$ cat config.mk
export PLATFORM = sky130hd
export DESIGN_NAME = seq_alu
export DESIGN_NICKNAME = d
export VERILOG_FILES = /design/src/rtl/alu_pkg.sv /design/src/rtl/seq_alu_mdu.sv /design/src/rtl/seq_alu.sv
export SDC_FILE = /design/constraint.sdc
export NUM_CORES = 1
export LEC_CHECK = 0
export CAP_MARGIN = 10
export CORE_UTILIZATION = 35
export DETAILED_ROUTE_END_ITERATION = 6
export DONT_BUFFER_PORTS = 1
export GPL_TIMING_DRIVEN = 0
export PLACE_DENSITY_LB_ADDON = 0.1
export SKIP_LAST_GASP = 1
export SYNTH_ARGS = -nofsm -noshare
export SYNTH_HDL_FRONTEND = slang
export SYNTH_HIERARCHICAL = 1
export SYNTH_SLANG_ARGS = --single-unit
$ cat constraint.sdc
create_clock -name clk -period 17 [get_ports clk]
set_clock_uncertainty 0.1 [all_clocks]
set_input_delay 1.7 -clock clk [delete_from_list [all_inputs] [get_ports clk]]
set_output_delay 1.7 -clock clk [all_outputs]
set_load 0.02 [all_outputs]
$ cat src/rtl/alu_pkg.sv
// Op encoding, f3 codes, FSM states and XLEN-sized constants for the execute unit.
// Constants are built as 64-bit words and narrowed at the use site, so XLEN may not exceed 64.
package alu_pkg;

    typedef struct packed {
        logic       m;
        logic       alt;
        logic       rsvd;
        logic [2:0] f3;
    } op_t;

    localparam logic [2:0] F3_ADD    = 3'd0;
    localparam logic [2:0] F3_SLL    = 3'd1;
    localparam logic [2:0] F3_SLT    = 3'd2;
    localparam logic [2:0] F3_SLTU   = 3'd3;
    localparam logic [2:0] F3_XOR    = 3'd4;
    localparam logic [2:0] F3_SR     = 3'd5;
    localparam logic [2:0] F3_OR     = 3'd6;
    localparam logic [2:0] F3_AND    = 3'd7;

    localparam logic [2:0] F3_MUL    = 3'd0;
    localparam logic [2:0] F3_MULH   = 3'd1;
    localparam logic [2:0] F3_MULHSU = 3'd2;
    localparam logic [2:0] F3_MULHU  = 3'd3;
    localparam logic [2:0] F3_DIV    = 3'd4;
    localparam logic [2:0] F3_DIVU   = 3'd5;
    localparam logic [2:0] F3_REM    = 3'd6;
    localparam logic [2:0] F3_REMU   = 3'd7;

    typedef enum logic [1:0] {
        IDLE,
        BUSY,
        DONE
    } state_t;

    localparam int MAX_XLEN = 64;

    function automatic logic [MAX_XLEN-1:0] all_ones(input int xlen);
        logic [MAX_XLEN-1:0] r;
        r = '0;
        for (int i = 0; i < MAX_XLEN; i++) begin
            if (i < xlen) r[i] = 1'b1;
        end
        return r;
    endfunction

    function automatic logic [MAX_XLEN-1:0] min_signed(input int xlen);
        logic [MAX_XLEN-1:0] r;
        r = '0;
        r[xlen-1] = 1'b1;
        return r;
    endfunction

endpackage

$ cat src/rtl/seq_alu_mdu.sv
// Iterative RV32M datapath: shift-add multiply and restoring divide on magnitudes, sign fixup on the last step.
// Latency: done_o in the XLEN-th cycle after start_i; no backpressure, the caller samples result_o while done_o=1.
module mdu_iter
    import alu_pkg::*;
#(
    parameter int XLEN  = 32,
    parameter int CNT_W = $clog2(XLEN) + 1
) (
    input  logic            clk,
    input  logic            reset,
    input  logic            start_i,
    input  logic [2:0]      f3_i,
    input  logic [XLEN-1:0] a_i,
    input  logic [XLEN-1:0] b_i,
    output logic            done_o,
    output logic [XLEN-1:0] result_o
);

    logic [2*XLEN-1:0] acc_q, acc_d, step;
    logic [XLEN-1:0]   b_q, b_d;
    logic [CNT_W-1:0]  cnt_q, cnt_d;
    logic              is_div_q, is_div_d;
    logic              sel_hi_q, sel_hi_d;
    logic              neg_q, neg_d;

    logic              signed_a, signed_b, neg_a, neg_b;
    logic [XLEN-1:0]   mag_a, mag_b, hi, lo;
    logic [XLEN:0]     mul_sum;
    logic              div_borrow, div_unused_msb;
    logic [XLEN-1:0]   div_diff;
    logic [2*XLEN-1:0] prod_fix;
    logic [XLEN-1:0]   half;

    // acc holds {partial, multiplier} for multiply and {remainder, dividend/quotient} for divide
    assign hi = acc_q[2*XLEN-1:XLEN];
    assign lo = acc_q[XLEN-1:0];

    assign mul_sum = {1'b0, hi} + (lo[0] ? {1'b0, b_q} : '0);
    assign {div_borrow, div_unused_msb, div_diff} = {1'b0, hi, lo[XLEN-1]} - {2'b00, b_q};

    always_comb begin
        step = {mul_sum, lo[XLEN-1:1]};
        if (is_div_q) begin
            step = div_borrow ? {hi[XLEN-2:0], lo, 1'b0} : {div_diff, lo[XLEN-2:0], 1'b1};
        end
    end

    always_comb begin
        signed_a = f3_i[2] ? ~f3_i[0] : ((f3_i == F3_MULH) || (f3_i == F3_MULHSU));
        signed_b = f3_i[2] ? ~f3_i[0] : (f3_i == F3_MULH);
        neg_a    = signed_a & a_i[XLEN-1];
        neg_b    = signed_b & b_i[XLEN-1];
        mag_a    = neg_a ? -a_i : a_i;
        mag_b    = neg_b ? -b_i : b_i;
    end

    // Product is negated as a whole; quotient/remainder are negated after picking the half
    always_comb begin
        prod_fix = (~is_div_q & neg_q) ? -step : step;
        half     = sel_hi_q ? prod_fix[2*XLEN-1:XLEN] : prod_fix[XLEN-1:0];
        result_o = (is_div_q & neg_q) ? -half : half;
        done_o   = (cnt_q == CNT_W'(1));
    end

    always_comb begin
        acc_d    = acc_q;
        b_d      = b_q;
        cnt_d    = cnt_q;
        is_div_d = is_div_q;
        sel_hi_d = sel_hi_q;
        neg_d    = neg_q;
        if (start_i) begin
            acc_d    = {{XLEN{1'b0}}, mag_a};
            b_d      = mag_b;
            cnt_d    = CNT_W'(XLEN);
            is_div_d = f3_i[2];
            sel_hi_d = f3_i[2] ? f3_i[1] : (f3_i != F3_MUL);
            neg_d    = (f3_i == F3_REM) ? neg_a : (neg_a ^ neg_b);
        end else if (cnt_q != '0) begin
            acc_d = step;
            cnt_d = cnt_q - CNT_W'(1);
        end
    end

    always_ff @(posedge clk) begin
        if (reset) begin
            acc_q    <= '0;
            b_q      <= '0;
            cnt_q    <= '0;
            is_div_q <= 1'b0;
            sel_hi_q <= 1'b0;
            neg_q    <= 1'b0;
        end else begin
            acc_q    <= acc_d;
            b_q      <= b_d;
            cnt_q    <= cnt_d;
            is_div_q <= is_div_d;
            sel_hi_q <= sel_hi_d;
            neg_q    <= neg_d;
        end
    end

endmodule

$ cat src/rtl/seq_alu.sv
// Handshaked execute unit: base ALU ops and division special cases in one cycle, other M ops via mdu_iter.
// Latency 1 or XLEN+1 cycles; result is held until out_ready, and a new op is taken in the retire cycle.
module seq_alu
    import alu_pkg::*;
#(
    parameter int XLEN  = 32,
    parameter int CNT_W = $clog2(XLEN) + 1
) (
    input  logic            clk,
    input  logic            reset,
    input  logic            in_valid,
    output logic            in_ready,
    input  logic [5:0]      in_op,
    input  logic [XLEN-1:0] in_a,
    input  logic [XLEN-1:0] in_b,
    output logic            out_valid,
    input  logic            out_ready,
    output logic [XLEN-1:0] out_data,
    output logic            out_err
);

    localparam int              SH_W  = $clog2(XLEN);
    localparam logic [XLEN-1:0] ONES  = XLEN'(all_ones(XLEN));
    localparam logic [XLEN-1:0] MIN_S = XLEN'(min_signed(XLEN));

    state_t          state_q, state_d;
    logic [XLEN-1:0] data_q, data_d;
    logic            err_q, err_d;

    op_t             op;
    logic            unused_rsvd;
    logic            accept, mdu_start, mdu_done;
    logic [XLEN-1:0] mdu_result;
    logic            is_unknown, is_div, b_zero, div_ovf, is_iter;
    logic [SH_W-1:0] shamt;
    logic [XLEN-1:0] sra_res, base_res, imm_res;

    assign op          = op_t'(in_op);
    assign unused_rsvd = op.rsvd;
    assign shamt       = in_b[SH_W-1:0];
    assign sra_res     = $signed(in_a) >>> shamt;

    always_comb begin
        base_res = '0;
        case (op.f3)
            F3_ADD:  base_res = op.alt ? (in_a - in_b) : (in_a + in_b);
            F3_SLL:  base_res = in_a << shamt;
            F3_SLT:  base_res = {{(XLEN-1){1'b0}}, ($signed(in_a) < $signed(in_b))};
            F3_SLTU: base_res = {{(XLEN-1){1'b0}}, (in_a < in_b)};
            F3_XOR:  base_res = in_a ^ in_b;
            F3_SR:   base_res = op.alt ? sra_res : (in_a >> shamt);
            F3_OR:   base_res = in_a | in_b;
            F3_AND:  base_res = in_a & in_b;
            default: base_res = '0;
        endcase
    end

    // Divide-by-zero and signed overflow never enter the iterative datapath
    always_comb begin
        is_unknown = op.m & op.alt;
        is_div     = op.m & ~op.alt & op.f3[2];
        b_zero     = (in_b == '0);
        div_ovf    = ~op.f3[0] & (in_a == MIN_S) & (in_b == ONES);
        is_iter    = op.m & ~op.alt & ~(is_div & (b_zero | div_ovf));
        imm_res    = base_res;
        if (is_unknown) begin
            imm_res = '0;
        end else if (is_div && b_zero) begin
            imm_res = op.f3[1] ? in_a : ONES;
        end else if (is_div && div_ovf) begin
            imm_res = op.f3[1] ? '0 : in_a;
        end
    end

    assign in_ready  = ~reset & ((state_q == IDLE) | ((state_q == DONE) & out_ready));
    assign accept    = in_valid & in_ready;
    assign out_valid = (state_q == DONE);
    assign out_data  = data_q;
    assign out_err   = err_q;

    always_comb begin
        state_d   = state_q;
        data_d    = data_q;
        err_d     = err_q;
        mdu_start = 1'b0;
        case (state_q)
            IDLE, DONE: begin
                if (state_q == DONE && out_ready) state_d = IDLE;
                if (accept) begin
                    if (is_iter) begin
                        state_d   = BUSY;
                        mdu_start = 1'b1;
                    end else begin
                        state_d = DONE;
                        data_d  = imm_res;
                        err_d   = is_unknown;
                    end
                end
            end
            BUSY: begin
                if (mdu_done) begin
                    state_d = DONE;
                    data_d  = mdu_result;
                    err_d   = 1'b0;
                end
            end
            default: state_d = IDLE;
        endcase
    end

    always_ff @(posedge clk) begin
        if (reset) begin
            state_q <= IDLE;
            data_q  <= '0;
            err_q   <= 1'b0;
        end else begin
            state_q <= state_d;
            data_q  <= data_d;
            err_q   <= err_d;
        end
    end

    mdu_iter #(
        .XLEN  (XLEN),
        .CNT_W (CNT_W)
    ) u_mdu (
        .clk      (clk),
        .reset    (reset),
        .start_i  (mdu_start),
        .f3_i     (op.f3),
        .a_i      (in_a),
        .b_i      (in_b),
        .done_o   (mdu_done),
        .result_o (mdu_result)
    );

endmodule

==> flow_metrics.env <==
export IMPL_status="complete, no violations"
export IMPL_power_density_nw_per_um2=129.7
export IMPL_final_common_cell="nor2_1"
export IMPL_syn_area_um2=24540
export IMPL_post_cts_buffers=0
export IMPL_finalHoldViolCount=0
export IMPL_drt_wl_total_mm=151.5
export IMPL_synth_compound_gate_area_share=0.3283
export IMPL_cts_htree_levels=4
export IMPL_cp_start_kind="flip-flop"
export IMPL_netlist_instances=3509
export IMPL_slew_headroom=0.1033
export IMPL_insertion_delay_ps=470
export IMPL_postSynth_asyncResetShare=0
export IMPL_cts_tree="built"
export IMPL_clkPwrFrac=0.113
export IMPL_first_pass_iters=6
export IMPL_synthXorXnorAreaFrac=0.06173
export IMPL_grt_usage=0.4178
export IMPL_cts_sinks=140
export IMPL_synth_top_family_by_area="compound AO/OA/AOI/OAI gates"
export IMPL_cp_end_kind="flip-flop"
export IMPL_vias=29395
export IMPL_crit_slowest_cell="mux2i_1"
export IMPL_syn_nets=3754
export IMPL_combPwrFrac=0.742
export IMPL_overflow=0
export IMPL_peakVddDrop_uv=140.3
export IMPL_clkTransAtPathRegs_ps=80
export IMPL_synth_warning_count=6
export IMPL_ios=109
export IMPL_path_max_fanout=10
export IMPL_slew_violations=0
export IMPL_place_congestion=1.081
export IMPL_fmax_mhz=103.2
export IMPL_grt_pass1_wl_mm=212.5
export IMPL_setup_viol=0
export IMPL_worstHoldPathType="flip-flop to flip-flop"
export IMPL_hpwl_mm=122.5
export IMPL_syn_to_final_growth_pct=7.106
export IMPL_drive_gt1_frac=0.06973
export IMPL_fin_crit_ps=9689
export IMPL_path_common_cell="o21ai_1"
export IMPL_rows=96
export IMPL_ys_seq_area_frac=0.1142
export IMPL_place_port_buffers=0
export IMPL_drc=0
export IMPL_tightest_slew_ps=1331
export IMPL_ant_nets=0
export IMPL_grt_max_degree=18
export IMPL_rsz0062_at_grt="false"
export IMPL_ys_types=112
export IMPL_design_core_area_um2=68950
export IMPL_grt_pass1_vias=28057
export IMPL_share_seq_of_total_power=0.146
export IMPL_synthMuxAreaShare=0.09436
export IMPL_drtIter0Drc=3076
export IMPL_start_util=0.3560
export IMPL_dieWidth_um=266.8
export IMPL_die_y_um=266.8
export IMPL_synthAdderAreaFrac=0.08839
export IMPL_post_route_period_util=0.5699
export IMPL_clk_path_buf_depth=2
export IMPL_p_sw_mw=2.026
export IMPL_critPathMaxStageDelay_ps=780
export IMPL_cap_violations=0
export IMPL_swShare=0.5945
export IMPL_cts_buffers=17
export IMPL_cp_data_required_time_ps=17290
export IMPL_p_leak_nw=9.780
export IMPL_dieArea_um2=71190
export IMPL_fin_tns_setup_ps=0
export IMPL_post_cts_resized=0
export IMPL_ys_flop_type="dfxtp_1"
export IMPL_criticalPathCategory="flip-flop to flip-flop"
export IMPL_cts_root_buf="clkbuf_16"
export IMPL_p_int_mw=1.382
export IMPL_synth_edf_count=0
export IMPL_routedWlPerCell_um=33.87
export IMPL_ys_seq_elements=140
export IMPL_synth_simple_gate_area_share=0.2399
export IMPL_critPathTopFamily="simple AND/OR/NAND/NOR gates"
export IMPL_layout_nets=3774
export IMPL_fin_hold_ws_ps=408.0
export IMPL_antenna_found_initial=2
export IMPL_crit_arrival_ps=9980
export IMPL_most_common_layout_cells="426 x nor2_1, 349 x a21oi_1, 280 x nand2_1"
export IMPL_worst_path_buf_inv=6
export IMPL_syn_area_per_cell_um2=6.995
export IMPL_routed_via_density=6.570
export IMPL_cts_hold_buffers=0
worst register-to-register path, delay by kind of cell, from the launching register on:
family | cells | cell delay (ps)
XOR/XNOR | 1 | 290
AO/OA/AOI/OAI | 11 | 2970
AND/OR/NAND/NOR | 11 | 3320
flip-flops | 1 | 490
multiplexers | 1 | 780
buffers and inverters | 6 | 1200
adder cells (fa/ha/maj) | 2 | 490
final timing paths:
check                                      from               to  slack [ps]  cells after the start
worst max-delay path              u_mdu/b_q[24]     out_data[29]        7310                     32
worst min-delay path            u_mdu/acc_q[49]  u_mdu/acc_q[49]         410                      2
worst max register to register    u_mdu/b_q[24]     out_data[29]        7310                     32
worst min register to register  u_mdu/acc_q[49]  u_mdu/acc_q[49]         410                      2
cell type report:
cell class / instances / area [µm²]
multi-input combinational: 2935 / 19950
clock buffer: 18 / 439.2
tap: 931 / 1165
clock inverter: 14 / 125.1
sequential: 140 / 2803
antenna: 1 / 2.502
inverter: 177 / 664.4
buffer: 257 / 1130
timing repair buffer: 1 / 7.507
fill: 7663 / 42660
through the flow:
stage / total power [mW] / setup slack [ps] / instance area, µm² / std cells / util
global route: 3.588 / 7038 / 26290 / 4473 / 0.3813
finish: 3.409 / 7311 / 26290 / 4474 / 0.3813
floorplan: 2.105 / 10520 / 24540 / 3509 / -
CTS: 3.342 / 7553 / 26280 / 4472 / 0.3812
global placement: 2.970 / 7549 / 25710 / 4440 / 0.3729
detailed placement: 2.946 / 7614 / 25710 / 4440 / 0.3730
registers in the layout, summed over array words and instances (netlist names), 2 cells and up:
register / cells
u_mdu/acc_q: 64
out_data: 32
u_mdu/b_q: 32
u_mdu/cnt_q: 6
state_q: 2
metal layers:
| metal | global-route usage | wire, µm | vias up |
|---|---|---|---|
| met2 | 0.6888 | 69520 | 1640 |
| met4 | 0.2970 | 12410 | 0 |
| li1 | - | - | 13056 |
| met1 | 0.4898 | 57780 | 14233 |
| met3 | 0.07215 | 11810 | 466 |
| met5 | 0 | 0 | - |
cell families (layout without fill, tap and decap cells):
family                     Yosys count  after routing
AOI/OAI and AO/OA                 1223           1223
xor gates and xnor gates           173            173
adders and majority gates          171            171
buffers and inverters              434            467
DFF                                140            140
muxes                              155            155
other                                0              1
and+or+nand+nor                   1213           1213
power groups by stage:
stage	sequential [mW]	clock [mW]	combinational [mW]
after CTS	0.494	0.388	2.46
after global placement	0.502	0	2.47
after floorplan	0.464	0	1.64
after global routing	0.505	0.400	2.68
final	0.497	0.384	2.53
after detailed placement	0.501	0	2.44
Yosys cell counts (12+ instances only):
| master | n | share of area |
|---|---|---|
| clkbuf_1 | 171 | 0.026 |
| or2_2 | 17 | 0.0043 |
| o22ai_1 | 12 | 0.0031 |
| a2111oi_0 | 18 | 0.0064 |
| nand2b_1 | 22 | 0.0056 |
| a211oi_1 | 150 | 0.046 |
| nor3_1 | 100 | 0.020 |
| nand4_1 | 42 | 0.011 |
| o21bai_1 | 23 | 0.0070 |
| a21o_1 | 44 | 0.013 |
| buf_2 | 37 | 0.0075 |
| and3_1 | 17 | 0.0043 |
| o21a_1 | 16 | 0.0049 |
| inv_1 | 172 | 0.026 |
| a21oi_1 | 349 | 0.071 |
| a221oi_1 | 17 | 0.0061 |
| o31ai_1 | 32 | 0.0098 |
| xor2_1 | 71 | 0.025 |
| nor4_1 | 51 | 0.013 |
| nor2b_1 | 18 | 0.0046 |
| buf_1 | 26 | 0.0040 |
| a311oi_1 | 23 | 0.0082 |
| mux4_2 | 60 | 0.055 |
| nand2_1 | 280 | 0.043 |
| mux2i_1 | 84 | 0.034 |
| xnor2_1 | 102 | 0.036 |
| nor2_1 | 426 | 0.065 |
| a22oi_1 | 17 | 0.0052 |
| ha_1 | 167 | 0.085 |
| a211o_1 | 12 | 0.0043 |
| or4_1 | 14 | 0.0043 |
| and2_1 | 54 | 0.014 |
| a31oi_1 | 57 | 0.015 |
| dfxtp_1 | 140 | 0.11 |
| o21ai_0 | 254 | 0.052 |
| nor3b_1 | 13 | 0.0040 |
| o211ai_1 | 46 | 0.014 |
| or3_1 | 46 | 0.012 |
| nand3_1 | 57 | 0.012 |
Power figures use the tool's default switching activity.
